$ cat config.mk
export PLATFORM = sky130hd
export DESIGN_NAME = aes_spi_sub_port_flat
export DESIGN_NICKNAME = d
export VERILOG_FILES = /design/src/rtl/aes_spi_sub_port_if.sv /design/src/rtl/aes_spi_sub_port.sv /design/src/flat_wrapper.sv
export SDC_FILE = /design/constraint.sdc
export NUM_CORES = 2
export LEC_CHECK = 0
export ABC_AREA = 1
export CORE_ASPECT_RATIO = 0.6
export CORE_MARGIN = 4
export CORE_UTILIZATION = 55
export CTS_BUF_LIST = sky130_fd_sc_hd__clkbuf_4 sky130_fd_sc_hd__clkbuf_8
export DETAILED_ROUTE_END_ITERATION = 10
export PLACE_DENSITY_LB_ADDON = 0.15
export SETUP_SLACK_MARGIN = 0.02
export SKIP_CTS_REPAIR_TIMING = 1
export SLEW_MARGIN = 10
export SYNTH_ARGS = -nofsm -noshare
export SYNTH_HDL_FRONTEND = slang
export SYNTH_SLANG_ARGS = --single-unit
$ cat constraint.sdc
create_clock -name clk -period 50.5 [get_ports clk]
set_clock_uncertainty 0.1 [all_clocks]
set_input_delay 5.05 -clock clk [delete_from_list [all_inputs] [get_ports clk]]
set_output_delay 5.05 -clock clk [all_outputs]
set_load 0.1 [all_outputs]
$ cat src/rtl/aes_spi_sub_port_if.sv
// rtl/aes_spi_sub_port_if.sv - SPI pins and AES core handshake bundle for aes_spi_sub_port
interface aes_spi_sub_port_if;
    logic         cs;
    logic         sclk;
    logic         sdi;
    logic         sdo;
    logic [255:0] key_out;
    logic         key_len;
    logic         key_valid;
    logic [127:0] msg_out;
    logic         msg_valid;
    logic [127:0] result_in;
    logic         result_valid;
    logic         frame_err;

    modport slave (
        input  cs, sclk, sdi, result_in, result_valid,
        output sdo, key_out, key_len, key_valid, msg_out, msg_valid, frame_err
    );

    modport master (
        output cs, sclk, sdi, result_in, result_valid,
        input  sdo, key_out, key_len, key_valid, msg_out, msg_valid, frame_err
    );
endinterface

$ cat src/rtl/aes_spi_sub_port.sv
// rtl/aes_spi_sub_port.sv - oversampled SPI subordinate feeding key/plaintext to the AES core
// Frames: 2-bit header + payload; key -> plaintext -> ciphertext readback sequence.
module aes_spi_sub_port #(
    parameter int SYNC_STAGES = 2
) (
    input  logic               clk,
    input  logic               rst,
    aes_spi_sub_port_if.slave  bus
);
    typedef enum logic [1:0] {S_KEY = 2'd0, S_MSG = 2'd1, S_RES = 2'd2} state_t;
    state_t r_state, w_state_nxt;

    logic [SYNC_STAGES-1:0] r_cs_sync, r_sclk_sync, r_sdi_sync;
    logic r_cs_d, r_sclk_d;
    logic w_cs, w_sclk, w_sdi;
    logic w_cs_fall, w_cs_rise, w_sclk_rise, w_sclk_fall;

    logic         r_in_frame;
    logic [8:0]   r_bit_cnt;
    logic [1:0]   r_hdr;
    logic [255:0] r_shift;
    logic         r_res_at_start;
    logic         r_res_ready;
    logic [127:0] r_res_q;
    logic [127:0] r_tx;
    logic         r_hdr_fall;
    logic         r_sdo;
    logic [255:0] r_key_out;
    logic         r_key_len;
    logic         r_key_valid;
    logic [127:0] r_msg_out;
    logic         r_msg_valid;
    logic         r_frame_err;

    logic [8:0] w_len;
    logic       w_hdr_bad, w_end, w_ok, w_res_miss;

    assign w_cs        = r_cs_sync[SYNC_STAGES-1];
    assign w_sclk      = r_sclk_sync[SYNC_STAGES-1];
    assign w_sdi       = r_sdi_sync[SYNC_STAGES-1];
    // r_cs_d resets low, so a frame is only seen after cs has been observed high
    assign w_cs_fall   = r_cs_d & ~w_cs;
    assign w_cs_rise   = ~r_cs_d & w_cs;
    assign w_sclk_rise = ~r_sclk_d & w_sclk;
    assign w_sclk_fall = r_sclk_d & ~w_sclk;

    always_comb begin
        w_len     = 9'd130;
        w_hdr_bad = 1'b0;
        case (r_state)
            S_KEY: begin
                if (r_hdr == 2'b10)      w_len = 9'd258;
                else if (r_hdr != 2'b00) w_hdr_bad = 1'b1;
            end
            S_MSG:   w_hdr_bad = (r_hdr != 2'b00);
            default: w_hdr_bad = 1'b0;
        endcase
    end

    assign w_end      = r_in_frame & w_cs_rise;
    assign w_ok       = (r_bit_cnt >= w_len) & ~w_hdr_bad;
    assign w_res_miss = (r_state == S_RES) & ~r_res_at_start;

    always_comb begin
        w_state_nxt = r_state;
        if (w_end && w_ok) begin
            case (r_state)
                S_KEY:   w_state_nxt = S_MSG;
                S_MSG:   w_state_nxt = S_RES;
                default: if (r_res_at_start) w_state_nxt = S_KEY;
            endcase
        end
    end

    always_ff @(posedge clk or posedge rst) begin
        if (rst) r_state <= S_KEY;
        else     r_state <= w_state_nxt;
    end

    always_ff @(posedge clk or posedge rst) begin
        if (rst) begin
            r_cs_sync      <= '0;
            r_sclk_sync    <= '0;
            r_sdi_sync     <= '0;
            r_cs_d         <= 1'b0;
            r_sclk_d       <= 1'b0;
            r_in_frame     <= 1'b0;
            r_bit_cnt      <= '0;
            r_hdr          <= '0;
            r_shift        <= '0;
            r_res_at_start <= 1'b0;
            r_res_ready    <= 1'b0;
            r_res_q        <= '0;
            r_tx           <= '0;
            r_hdr_fall     <= 1'b0;
            r_sdo          <= 1'b0;
            r_key_out      <= '0;
            r_key_len      <= 1'b0;
            r_key_valid    <= 1'b0;
            r_msg_out      <= '0;
            r_msg_valid    <= 1'b0;
            r_frame_err    <= 1'b0;
        end else begin
            r_cs_sync   <= {r_cs_sync[SYNC_STAGES-2:0], bus.cs};
            r_sclk_sync <= {r_sclk_sync[SYNC_STAGES-2:0], bus.sclk};
            r_sdi_sync  <= {r_sdi_sync[SYNC_STAGES-2:0], bus.sdi};
            r_cs_d      <= w_cs;
            r_sclk_d    <= w_sclk;

            r_key_valid <= w_end & w_ok & (r_state == S_KEY);
            r_msg_valid <= w_end & w_ok & (r_state == S_MSG);
            r_frame_err <= w_end & (~w_ok | w_res_miss);

            if (w_cs_fall) begin
                r_in_frame     <= 1'b1;
                r_bit_cnt      <= '0;
                r_hdr          <= '0;
                r_hdr_fall     <= 1'b0;
                r_sdo          <= 1'b0;
                r_res_at_start <= r_res_ready;
                // Snapshot so a mid-frame result_valid cannot corrupt the readback
                r_tx           <= (r_state == S_RES && r_res_ready) ? r_res_q : '0;
            end else if (w_end) begin
                r_in_frame <= 1'b0;
                r_sdo      <= 1'b0;
                if (w_ok && r_state == S_KEY) begin
                    r_key_len <= (w_len == 9'd258);
                    r_key_out <= (w_len == 9'd258) ? r_shift : {r_shift[127:0], 128'd0};
                end
                if (w_ok && r_state == S_MSG) r_msg_out <= r_shift[127:0];
                if (w_ok && r_state == S_RES && r_res_at_start) r_res_ready <= 1'b0;
            end else if (r_in_frame) begin
                if (w_sclk_rise) begin
                    if (r_bit_cnt != 9'h1FF) r_bit_cnt <= r_bit_cnt + 9'd1;
                    if (r_bit_cnt < 9'd2)         r_hdr   <= {r_hdr[0], w_sdi};
                    else if (r_bit_cnt < w_len)   r_shift <= {r_shift[254:0], w_sdi};
                end
                if (w_sclk_fall) begin
                    if (r_hdr_fall) begin
                        r_sdo <= r_tx[127];
                        r_tx  <= {r_tx[126:0], 1'b0};
                    end else begin
                        r_hdr_fall <= 1'b1;
                    end
                end
            end

            // Placed last so a result arriving with read completion survives the clear
            if (bus.result_valid) begin
                r_res_q     <= bus.result_in;
                r_res_ready <= 1'b1;
            end
        end
    end

    assign bus.sdo       = r_sdo;
    assign bus.key_out   = r_key_out;
    assign bus.key_len   = r_key_len;
    assign bus.key_valid = r_key_valid;
    assign bus.msg_out   = r_msg_out;
    assign bus.msg_valid = r_msg_valid;
    assign bus.frame_err = r_frame_err;
endmodule

$ cat src/flat_wrapper.sv
// flat-port wrapper written by rule: the top's interface ports become plain ports
module aes_spi_sub_port_flat 
#(
    parameter int SYNC_STAGES = 2
)
  (clk, rst, bus_cs, bus_sclk, bus_sdi, bus_result_in, bus_result_valid, bus_sdo, bus_key_out, bus_key_len, bus_key_valid, bus_msg_out, bus_msg_valid, bus_frame_err);
  aes_spi_sub_port_if bus_i ();
  input  logic clk;
  input  logic rst;
  input wire logic [$bits(bus_i.cs)-1:0] bus_cs;
  input wire logic [$bits(bus_i.sclk)-1:0] bus_sclk;
  input wire logic [$bits(bus_i.sdi)-1:0] bus_sdi;
  input wire logic [$bits(bus_i.result_in)-1:0] bus_result_in;
  input wire logic [$bits(bus_i.result_valid)-1:0] bus_result_valid;
  output wire logic [$bits(bus_i.sdo)-1:0] bus_sdo;
  output wire logic [$bits(bus_i.key_out)-1:0] bus_key_out;
  output wire logic [$bits(bus_i.key_len)-1:0] bus_key_len;
  output wire logic [$bits(bus_i.key_valid)-1:0] bus_key_valid;
  output wire logic [$bits(bus_i.msg_out)-1:0] bus_msg_out;
  output wire logic [$bits(bus_i.msg_valid)-1:0] bus_msg_valid;
  output wire logic [$bits(bus_i.frame_err)-1:0] bus_frame_err;
  assign bus_i.cs = bus_cs;
  assign bus_i.sclk = bus_sclk;
  assign bus_i.sdi = bus_sdi;
  assign bus_i.result_in = bus_result_in;
  assign bus_i.result_valid = bus_result_valid;
  assign bus_sdo = bus_i.sdo;
  assign bus_key_out = bus_i.key_out;
  assign bus_key_len = bus_i.key_len;
  assign bus_key_valid = bus_i.key_valid;
  assign bus_msg_out = bus_i.msg_out;
  assign bus_msg_valid = bus_i.msg_valid;
  assign bus_frame_err = bus_i.frame_err;
  aes_spi_sub_port #(.SYNC_STAGES(SYNC_STAGES)) u_core (.clk(clk), .rst(rst), .bus(bus_i));
endmodule
# == Yosys cells after proc, flatten, opt, wreduce, memory -nomap -nowiden ==
# Index checks and enable logic that the tools add are counted.
# W data, S select, Z words.
# word_totals
in_bits,134
mem_bits_rw,0
reg_bits,926
latch_bits,0
mem_bits_ro,0
mem_count,0
# op_classes
n_bitwise,22
eq_ne,7
mul,0
n_reduce_logical,31
n_shift,0
n_lt_le_gt_ge,3
n_div,0
muxes,39
n_addsub,1
# op_table
operator,n
$mux W128,6
$mux W256,1
$mux W9,7
$reduce_bool A2 Y1,10
$mux W1,17
$reduce_and A3 Y1,5
$mux W2,6
$reduce_and A4 Y1,3
$reduce_bool A3 Y1,4
$and A1 B1 Y1,11
$not A1 Y1,10
$add A9 B1 Y9 const B,1
$eq A9 B9 Y1 const B,1
$ge A9 B9 Y1,1
$lt A9 B2 Y1 const B,1
$lt A9 B9 Y1,1
$ne A9 B9 Y1 const B,1
$logic_and A1 B1 Y1,6
$reduce_and A6 Y1,1
$eq A2 B2 Y1 const B,2
$pmux W2 S2,1
$eq A2 B1 Y1 const B,1
$logic_not A2 Y1,1
$ne A2 B1 Y1 const B,1
other kinds (4),4

# == Longest topological paths before layout ==
# logic_depth
ltp_word,12
mapped_depth,17
depth_no_buf,15

# == Least setup slack after synthesis ==
# No wires, ideal clock.
# synth_timing
kind,input to register
from,in bus_result_valid
to,reg u_core.r_res_q[63]
path_stages,4
required_ps,50264
slack_ps,44313
t_arrival_ps,5951
setup_time_ps,136
path_cell_list,clkbuf_1 clkbuf_1 clkbuf_1 o21ai_0
# synth_lines
item,line,text
from (decl),flat_wrapper.sv:14,input wire logic [$bits(bus_i.result_valid)-1:0] bus_result_valid;
to (signal assigned),aes_spi_sub_port.sv:150,r_res_q <= bus.result_in;
to (decl),aes_spi_sub_port.sv:24,logic [127:0] r_res_q;
# No word-level cell between the ends.

==> metrics.yaml <==
synthCells: 4350
status: "finished clean"
slew_viol_final: 0
die_h_um: 211
cts_made_buffers: 136
area_delta_synth_final_pct: 22.0
setup_viol: 0
synth_seq_cells: 926
synth.net_count: 4489
r2r-start: "u_core.r_state[0]"
fillers: 5458
cts.sinks: 926
antenna_found_initial: 3
drive_gt1_share_pct: 5.90
vias: 29700
synthFlopType: "dfrtp_1"
port_buffers: 522
final_common_cell: "nand2_1"
dp.cells: 5547
cts_tree: "done"
first_global_vias: 28300
worstSetupPathType: "in2async"
dr.pass1.iters: 5
final_cell_mix: "1636 x nand2_1, 926 x dfrtp_1, 529 x o21ai_0"
leakage_nw: 21.9
finalCritPeriodShare_pct: 17.7
multi_input_area_um2: 11500
yosysSeqAreaShare_pct: 61.4
htree_num_levels: 4
p_switching_mw: 0.887
ir_drop_mv: 0.0391
maxCapViolCount: 0
dp_hpwl_um: 61700
clk_latency_ns: 0.74
worstPathArrival_ns: 9.60
p_clk_share_pct: 28.8
internal-power_mw: 1.35
r2r_cells: 13
netlist-cell-type-count: 31
ant_nets: 0
clkTransAtPathRegs_ns: 0.06
finalNetCount: 4912
powerDensity_nw_per_um2: 48.6
relSlewSlack_pct: 21.1
period_minus_slack_ns: 8.96
die_x_um: 346
power_frac_comb_pct: 28.8
fmax_mhz: 112
finalWirelength_um: 97300
synth_edf_count: 0
avgViaCountPerCell: 5.13
pre_cts_ws_ns: 40.58
grt_pass1_wl_um: 156000
drc: 0
gp_congestion: 0.809
dieArea_um2: 73100
worstPathRequired_ns: 51.14
reg2reg_to: "u_core.bus.key_out[226]"
rows: 74
grt_max_degree: 261
drtIter0Drc: 2465
hold_viol: 0
hold_depth: 0
clockRootBuffer: "clkbuf_8"
coreArea_um2: 68100
worstPathMaxFanout: 117
avgSynthCellArea_um2: 8.68
rsz0062_at_grt: "false"
min_from: "u_core.r_sdi_sync[0]"
yosys_warnings: 0
async_flop_share_pct: 100
initial_core_util_pct: 55.5
tightest_slew_ns: 1.18
stdcell_count: 5780
netlist_area_um2: 37800
io_pins: 523
netSwitchingFraction_pct: 39.6
grtUsageTotal_pct: 26.5
fin_tns_setup_ns: 0
wire_per_inst_um: 16.8
whs_endpoint: "u_core.r_sdi_sync[1]"
regArea_um2: 23200
worst_setup_path_start_kind: "primary input"
fin_ws_ns: 41.54
seqPwrFrac_pct: 42.5
reg2reg_slack_ns: 44.82
end_kind: "async pin"
cts.path.max_buffers: 3
holdCritPathClass: "reg2reg"
gr-total-overflow: 0
## cell type report
cell class                 count  area share [%]
timing repair buffer         553            11.9
multi-input combinational   2675            25.1
antenna                        3          0.0163
clock inverter                25           0.543
sequential                   926            50.3
inverter                     481            3.96
clock buffer                 205            5.77
tap                          912            2.48
## layer usage
layer	part of all wire, %	routed length, um	track usage [%]	vias up
met2	45	43900	39.8	856
met4	2.6	2510	8.30	0
li1	-	-	-	14500
met3	6.4	6230	5.91	156
met5	0	0	0	-
met1	46	44600	39.0	14200
## cells in the mapped netlist, types with 6 or more instances
| library cell | number | area (um2) |
|---|---|---|
| o22ai_1 | 127 | 795 |
| dfrtp_1 | 926 | 23200 |
| buf_4 | 12 | 90.1 |
| o21ai_1 | 185 | 926 |
| buf_6 | 10 | 113 |
| nand2_1 | 1637 | 6140 |
| o21ai_0 | 529 | 2650 |
| buf_1 | 11 | 41.3 |
| inv_2 | 9 | 33.8 |
| nand3_1 | 6 | 30.0 |
| buf_2 | 121 | 606 |
| nor2_1 | 90 | 338 |
| inv_1 | 471 | 1770 |
| a21oi_1 | 70 | 350 |
| clkbuf_1 | 114 | 428 |
## cells by family after synthesis
group | after synthesis | share of synthesized area [%]
and+or+nand+nor | 1751 | 17.7
DFF | 926 | 61.4
xor gates and xnor gates | 1 | 0.0232
buffers and inverters | 749 | 8.16
AOI/OAI and AO/OA | 918 | 12.6
adders and majority gates | 5 | 0.166
## worst max path at each step
stage / startpoint / to / slack (ns)
global route: rst / u_core.r_tx[26] / 40.86
global placement: rst / u_core.r_tx[24] / 40.57
CTS: rst / u_core.r_res_q[24] / 41.42
finish: rst / u_core.r_res_q[30] / 41.54
floorplan: rst / u_core.bus.frame_err / 19.31
detailed placement: rst / u_core.r_res_q[24] / 40.58
## registers in the layout, indices dropped and copies added (netlist names), 9 cells and up
| signal | cells |
|---|---|
| u_core.bus.key_out | 256 |
| u_core.r_shift | 256 |
| u_core.bus.msg_out | 128 |
| u_core.r_res_q | 128 |
| u_core.r_tx | 128 |
| u_core.r_bit_cnt | 9 |
## power by group through the flow
stage | Combinational [mW] | Clock, mW | Sequential (mW)
2_1_floorplan | 0.203 | 0 | 1.21
3_3_place_gp | 0.637 | 0 | 0.959
3_5_place_dp | 0.646 | 0 | 0.960
4_1_cts | 0.648 | 0.657 | 0.949
5_1_grt | 0.693 | 0.692 | 0.962
6_report | 0.644 | 0.644 | 0.950
## through the flow
step | cell area (um2) | power, mW | hold slack (ns) | util [%]
final | 46100 | 2.24 | 0.250 | 67.7
after global routing | 46100 | 2.35 | 0.254 | 67.7
after CTS | 46100 | 2.25 | 0.249 | 67.7
after detailed placement | 43100 | 1.61 | 0.236 | 63.4
after global placement | 43100 | 1.60 | 0.232 | 63.4
after floorplan | 37800 | 1.42 | 0.231 | -
## critical path, cell delays in order
cell             delay [ns]
clkdlybuf4s50_1        0.49
inv_8                  0.57
buf_4                  0.83
buf_4                  0.86
buf_4                  0.74
buf_4                  0.82
Note: power is estimated with default switching activity, not from simulation.
